### src/rtl/load_store_unit_if.sv
// rtl/load_store_unit_if.sv - request/response and data-memory bundle of the load/store unit
//
// Groups the core request channel (req_*), the completion channel (rsp_*) and
// the word-wide data memory port (mem_*).
//   slave  : the load/store unit (accepts requests, drives memory address/write)
//   master : the core plus data memory (issues requests, returns mem_rdata)
interface load_store_unit_if #(
    parameter int WIDTH = 32
);
    logic             req_valid;
    logic             req_ready;
    logic             req_we;
    logic [2:0]       req_funct3;
    logic [WIDTH-1:0] req_addr;
    logic [WIDTH-1:0] req_wdata;

    logic             rsp_valid;
    logic [WIDTH-1:0] rsp_rdata;
    logic             rsp_err;

    logic [WIDTH-1:0] mem_A;
    logic             mem_WE;
    logic [WIDTH-1:0] mem_wdata;
    logic [WIDTH-1:0] mem_rdata;

    modport slave (
        input  req_valid, req_we, req_funct3, req_addr, req_wdata,
        output req_ready,
        output rsp_valid, rsp_rdata, rsp_err,
        output mem_A, mem_WE, mem_wdata,
        input  mem_rdata
    );

    modport master (
        output req_valid, req_we, req_funct3, req_addr, req_wdata,
        input  req_ready,
        input  rsp_valid, rsp_rdata, rsp_err,
        input  mem_A, mem_WE, mem_wdata,
        output mem_rdata
    );
endinterface

### src/rtl/load_store_unit.sv
// rtl/load_store_unit.sv - RV32I byte/half/word load-store unit over a word-wide data memory
//
// Ports:
//   clk  - clock, all state changes on the rising edge
//   rst  - asynchronous active-high reset
//   bus  - load_store_unit_if.slave:
//          req_valid/req_ready/req_we/req_funct3/req_addr/req_wdata  core request
//          rsp_valid/rsp_rdata/rsp_err                               one-cycle completion
//          mem_A/mem_WE/mem_wdata/mem_rdata                          word memory port
//
// Every access reads the addressed word first (RD); stores then write back the
// word with only the addressed lanes replaced (WR). Misaligned or illegal
// requests skip memory entirely and complete with rsp_err.
module load_store_unit #(
    parameter int WIDTH = 32
) (
    input  logic                  clk,
    input  logic                  rst,
    load_store_unit_if.slave      bus
);

    typedef enum logic [1:0] {
        IDLE = 2'd0,
        RD   = 2'd1,
        WR   = 2'd2,
        RSP  = 2'd3
    } state_t;

    state_t            state;
    logic              we_q;
    logic [2:0]        funct3_q;
    logic [1:0]        off_q;       // byte offset within the word
    logic [WIDTH-1:0]  wdata_q;
    logic [WIDTH-1:0]  word_q;      // word read in RD, base for the store merge

    logic              req_bad;

    // Legality and alignment of the request currently presented.
    always_comb begin
        req_bad = 1'b0;
        case (bus.req_funct3)
            3'b000:  req_bad = 1'b0;
            3'b001:  req_bad = bus.req_addr[0];
            3'b010:  req_bad = (bus.req_addr[1:0] != 2'b00);
            3'b100:  req_bad = bus.req_we;
            3'b101:  req_bad = bus.req_we | bus.req_addr[0];
            default: req_bad = 1'b1;
        endcase
    end

    function automatic logic [31:0] load_extract(input logic [31:0] w,
                                                 input logic [1:0]  off,
                                                 input logic [2:0]  f3);
        logic [7:0]  b;
        logic [15:0] h;
        logic [31:0] r;
        case (off)
            2'd0:    b = w[7:0];
            2'd1:    b = w[15:8];
            2'd2:    b = w[23:16];
            default: b = w[31:24];
        endcase
        h = off[1] ? w[31:16] : w[15:0];
        case (f3)
            3'b000:  r = {{24{b[7]}}, b};
            3'b001:  r = {{16{h[15]}}, h};
            3'b010:  r = w;
            3'b100:  r = {24'd0, b};
            3'b101:  r = {16'd0, h};
            default: r = 32'd0;
        endcase
        return r;
    endfunction

    function automatic logic [31:0] store_merge(input logic [31:0] w,
                                                input logic [31:0] d,
                                                input logic [1:0]  off,
                                                input logic [2:0]  f3);
        logic [31:0] r;
        r = w;
        case (f3[1:0])
            2'b00: begin
                case (off)
                    2'd0:    r[7:0]   = d[7:0];
                    2'd1:    r[15:8]  = d[7:0];
                    2'd2:    r[23:16] = d[7:0];
                    default: r[31:24] = d[7:0];
                endcase
            end
            2'b01: begin
                if (off[1]) r[31:16] = d[15:0];
                else        r[15:0]  = d[15:0];
            end
            default: r = d;
        endcase
        return r;
    endfunction

    // The merged word is only presented while mem_WE is high; otherwise the
    // write-data bus idles at zero.
    assign bus.mem_wdata = bus.mem_WE ? store_merge(word_q, wdata_q, off_q, funct3_q) : '0;

    always_ff @(posedge clk or posedge rst) begin
        if (rst) begin
            state         <= IDLE;
            bus.req_ready <= 1'b1;
            bus.rsp_valid <= 1'b0;
            bus.rsp_rdata <= '0;
            bus.rsp_err   <= 1'b0;
            bus.mem_WE    <= 1'b0;
            bus.mem_A     <= '0;
            we_q          <= 1'b0;
            funct3_q      <= 3'd0;
            off_q         <= 2'd0;
            wdata_q       <= '0;
            word_q        <= '0;
        end else begin
            case (state)
                IDLE: begin
                    if (bus.req_valid) begin
                        we_q          <= bus.req_we;
                        funct3_q      <= bus.req_funct3;
                        off_q         <= bus.req_addr[1:0];
                        wdata_q       <= bus.req_wdata;
                        bus.mem_A     <= {bus.req_addr[WIDTH-1:2], 2'b00};
                        bus.req_ready <= 1'b0;
                        if (req_bad) begin
                            state         <= RSP;
                            bus.rsp_valid <= 1'b1;
                            bus.rsp_err   <= 1'b1;
                            bus.rsp_rdata <= '0;
                        end else begin
                            state <= RD;
                        end
                    end
                end
                RD: begin
                    word_q <= bus.mem_rdata;
                    if (we_q) begin
                        state      <= WR;
                        bus.mem_WE <= 1'b1;
                    end else begin
                        state         <= RSP;
                        bus.rsp_valid <= 1'b1;
                        bus.rsp_rdata <= load_extract(bus.mem_rdata, off_q, funct3_q);
                    end
                end
                WR: begin
                    bus.mem_WE    <= 1'b0;
                    state         <= RSP;
                    bus.rsp_valid <= 1'b1;
                    bus.rsp_rdata <= '0;
                end
                default: begin
                    bus.rsp_valid <= 1'b0;
                    bus.rsp_err   <= 1'b0;
                    bus.rsp_rdata <= '0;
                    bus.req_ready <= 1'b1;
                    state         <= IDLE;
                end
            endcase
        end
    end

endmodule

### src/flat_wrapper.sv
// flat-port wrapper written by rule: the top's interface ports become plain ports
module load_store_unit_flat 
#(
    parameter int WIDTH = 32
)
  (clk, rst, bus_req_valid, bus_req_we, bus_req_funct3, bus_req_addr, bus_req_wdata, bus_req_ready, bus_rsp_valid, bus_rsp_rdata, bus_rsp_err, bus_mem_A, bus_mem_WE, bus_mem_wdata, bus_mem_rdata);
  load_store_unit_if #(.WIDTH(WIDTH)) bus_i ();
  input  logic clk;
  input  logic rst;
  input wire logic [$bits(bus_i.req_valid)-1:0] bus_req_valid;
  input wire logic [$bits(bus_i.req_we)-1:0] bus_req_we;
  input wire logic [$bits(bus_i.req_funct3)-1:0] bus_req_funct3;
  input wire logic [$bits(bus_i.req_addr)-1:0] bus_req_addr;
  input wire logic [$bits(bus_i.req_wdata)-1:0] bus_req_wdata;
  output wire logic [$bits(bus_i.req_ready)-1:0] bus_req_ready;
  output wire logic [$bits(bus_i.rsp_valid)-1:0] bus_rsp_valid;
  output wire logic [$bits(bus_i.rsp_rdata)-1:0] bus_rsp_rdata;
  output wire logic [$bits(bus_i.rsp_err)-1:0] bus_rsp_err;
  output wire logic [$bits(bus_i.mem_A)-1:0] bus_mem_A;
  output wire logic [$bits(bus_i.mem_WE)-1:0] bus_mem_WE;
  output wire logic [$bits(bus_i.mem_wdata)-1:0] bus_mem_wdata;
  input wire logic [$bits(bus_i.mem_rdata)-1:0] bus_mem_rdata;
  assign bus_i.req_valid = bus_req_valid;
  assign bus_i.req_we = bus_req_we;
  assign bus_i.req_funct3 = bus_req_funct3;
  assign bus_i.req_addr = bus_req_addr;
  assign bus_i.req_wdata = bus_req_wdata;
  assign bus_req_ready = bus_i.req_ready;
  assign bus_rsp_valid = bus_i.rsp_valid;
  assign bus_rsp_rdata = bus_i.rsp_rdata;
  assign bus_rsp_err = bus_i.rsp_err;
  assign bus_mem_A = bus_i.mem_A;
  assign bus_mem_WE = bus_i.mem_WE;
  assign bus_mem_wdata = bus_i.mem_wdata;
  assign bus_i.mem_rdata = bus_mem_rdata;
  load_store_unit #(.WIDTH(WIDTH)) u_core (.clk(clk), .rst(rst), .bus(bus_i));
endmodule
### config.mk
export PLATFORM = sky130hd
export DESIGN_NAME = load_store_unit_flat
export DESIGN_NICKNAME = d
export VERILOG_FILES = /design/src/rtl/load_store_unit_if.sv /design/src/rtl/load_store_unit.sv /design/src/flat_wrapper.sv
export SDC_FILE = /design/constraint.sdc
export NUM_CORES = 1
export LEC_CHECK = 0
export CORE_AREA = 5 5 125 127
export CTS_CLUSTER_DIAMETER = 80
export DETAILED_ROUTE_END_ITERATION = 10
export DIE_AREA = 0 0 130 132
export PLACE_DENSITY_LB_ADDON = 0.12
export SYNTH_ARGS = -nofsm -noshare
export SYNTH_HDL_FRONTEND = slang
export SYNTH_SLANG_ARGS = --single-unit
### constraint.sdc
create_clock -name clk -period 6.3 [get_ports clk]
set_clock_uncertainty 0.2 [all_clocks]
set_input_delay 0.945 -clock clk [delete_from_list [all_inputs] [get_ports clk]]
set_output_delay 0.945 -clock clk [all_outputs]
set_load 0.05 [all_outputs]
==> metrics.txt <==
clock-pin slew on the worst setup and hold paths=roughly 0.06 ns; async set-reset flop share out of synthesis=1.00; Die X=130 um; cell area after synthesis=slightly below 7000 um^2; initial antenna violation count=0; largest net degree at the start of global routing=83; vias in the first global route=5557; total track usage=0.240; crit path DAT=3.36 ns; Setup violations, final=0; first-pass GRT wire length=between 30000 and 40000 um; pwr/cell area=589 nW/um^2; Setup crit end kind=output pin; Resized cells post-CTS=0; Register-to-Register Path Depth=4; Lkg Pwr=approximately 0.0038 uW; worst hold-check slack=about 0.29 ns; Remaining DRCs=0; Synth Register Bits=138; Net Sw Power=about 2500 uW; worst min path class=flip-flop to flip-flop; layout cells sized above 1=0.209; worst setup margin=1.80 ns; sequential share of the synthesized area=0.511; worst r2r dst=u_core.bus.rsp_rdata[0]; Req. time, crit path=5.15 ns; Vias/cell=5.97; most frequent cell after synthesis=dfrtp_1; fin crit period=4.50 ns; antenna cells=0; clock buffer depth=2; worst setup path class=flip-flop to output pin; slew margin rel.=0.151; RSZ-0062 raised after global routing=false; Yosys top cell area share=0.507; number of DRC markers in iteration 0=between 400 and 500; clk root buf=clkbuf_16; Gate Count Post-Synth=539; crit start category=flip-flop; Worst-Skew Late Latency=around 0.4 ns; Seq pwr share=0.293; area grow syn2layout=38.1%; Post-Place Setup Slack=2.29 ns; dpl hpwl=roughly 15000 um; Post-synth EDFFs=0; clock network power share=0.165; Die Y=132 um; CTS tree=built; Post-CTS Hold Fix Bufs=0; cell row count=44; CP startpoint=u_core.funct3_q[0]; I/O Buffers=200; # clock sinks=138; setup bufs post-CTS=0; GRT overflow=0; DRT antenna net count=0; largest fanout on the critical path=22; Top Ports=203; Final Max Slew Viols=0; Final Net Count=825; Distinct cells, synth=47; Starting Density=0.473; drt total wl=between 20000 and 25000 um; Yosys warning count=0; die area=17200 um^2; Logic pwr share=0.542; final hold violation count=0; switch share=0.448; synth top area cells=dfrtp_1 (51%), mux2_2 (18%), o2bb2ai_1 (4.3%); Routability Congestion=0.908; Setup TNS Final=0 ns; CTS buffer count=17; Mapped Avg Cell Area=12.5 um^2; slew of the pin with the lowest slew margin=between 1 and 1.5 ns; H-tree levels=4; 1st-pass router iterations=6; MaxCap Viol Count=0; Core ar.=roughly 14000 um^2; reg-to-reg critical path startpoint=u_core.funct3_q[1]; hold_sp=u_core.bus.rsp_rdata[17]; Internal Power=3040 uW; Worst VDD drop=276 uV; Post-synth top cells=dfrtp_1 (137), mux2_2 (107), o2bb2ai_1 (33), nor2_1 (26), a221oi_1 (24); Max Fclk=222 MHz; via count=~5400; cell taking the most area after synthesis=dfrtp_1; crit share post-route=0.715; outcome=complete, no violations; Register-to-Register Setup Slack=3.57 ns; Most used DFF post-synth=dfrtp_1; CP Capture Point=bus_mem_wdata[22]; WL per Instance=~22 um
## cell type report
cell class	count	area [um^2]
tap	184	230
sequential	138	3450
multi-input combinational	344	3030
fill	1136	4970
timing repair buffer	206	2050
clock inverter	3	40.0
inverter	11	46.3
clock buffer	26	489
## flip-flops by register name (all words and copies together), names as in the netlist
signal	flops
u_core.wdata_q	32
u_core.word_q	32
u_core.funct3_q	3
u_core.state	2
u_core.bus.rsp_err	1
u_core.bus.req_ready	1
u_core.bus.mem_WE	1
u_core.bus.rsp_valid	1
u_core.bus.mem_A	30
u_core.bus.rsp_rdata	32
u_core.off_q	2
u_core.we_q	1
## cells by family (layout without fill, tap and decap cells)
group / Yosys count / after routing / synth area share
adders and majority gates: 4 / 4 / 0.00740
AOI/OAI and AO/OA: 142 / 142 / 0.170
muxes: 125 / 125 / 0.220
DFF: 138 / 138 / 0.511
and+or+nand+nor: 71 / 71 / 0.0498
buffers and inverters: 58 / 246 / 0.0418
other: 1 / 2 / 0.000554
## per-stage QoR
stage | total power (uW) | cells | cell area [um^2] | utilization
after global routing | 5780 | 912 | 9340 | 0.653
after floorplan | 3700 | 540 | 6770 | -
after detailed placement | 4600 | 883 | 8810 | 0.616
after global placement | 4540 | 883 | 8810 | 0.616
final | 5500 | 912 | 9340 | 0.653
after CTS | 5530 | 912 | 9340 | 0.653
## worst min path at each step
stage                               endpoint  slack (ns)  cells after the start
floorplan                 u_core.wdata_q[30]        0.27                      1
global placement    u_core.bus.rsp_rdata[28]        0.28                      1
detailed placement  u_core.bus.rsp_rdata[30]        0.27                      1
CTS                 u_core.bus.rsp_rdata[28]        0.29                      1
global route        u_core.bus.rsp_rdata[28]        0.31                      1
finish              u_core.bus.rsp_rdata[17]        0.29                      1
## per-layer routing
| layer | wire length, um | global-route usage |
|---|---|---|
| met3 | 1620 | 0.0608 |
| met5 | 0 | 0 |
| met2 | 9850 | 0.375 |
| met1 | 8560 | 0.328 |
| met4 | 363 | 0.0756 |
## layout by cell type (no fill, tap or decap), types with 2 or more instances in the layout
master,n
mux4_2,8
a22o_1,4
clkinv_2,2
nor2b_1,7
mux2i_1,10
a21o_1,2
a221oi_1,24
clkdlybuf4s50_1,200
nor2_1,26
mux2_2,107
a22oi_1,19
ha_1,4
a21oi_1,8
a222oi_1,5
o311a_1,7
nand3_1,10
o21ai_0,14
a32o_1,2
conb_1,2
buf_4,6
clkbuf_1,6
dfrtp_1,137
a311oi_1,8
a31oi_1,5
nand2_1,16
nand2b_1,4
inv_1,7
inv_2,2
o211a_1,5
o2bb2ai_1,33
clkbuf_8,3
clkbuf_16,17
## critical path: stages, from the launching register on
cell and delay [ns]:
dfrtp_1 0.61, nand2b_1 0.53, nand2_1 0.40, nand2_1 0.09
a311oi_1 0.42, clkdlybuf4s50_1 0.89
## power groups by stage
| stage | logic (uW) | registers [uW] | clock network [uW] |
|---|---|---|---|
| 4_1_cts | 3000 | 1600 | 927 |
| 2_1_floorplan | 1740 | 1960 | 0 |
| 5_1_grt | 3170 | 1650 | 966 |
| 6_report | 2980 | 1610 | 910 |
| 3_3_place_gp | 2940 | 1600 | 0 |
| 3_5_place_dp | 2980 | 1610 | 0 |
No activity file was read; power rests on OpenSTA's default activity.
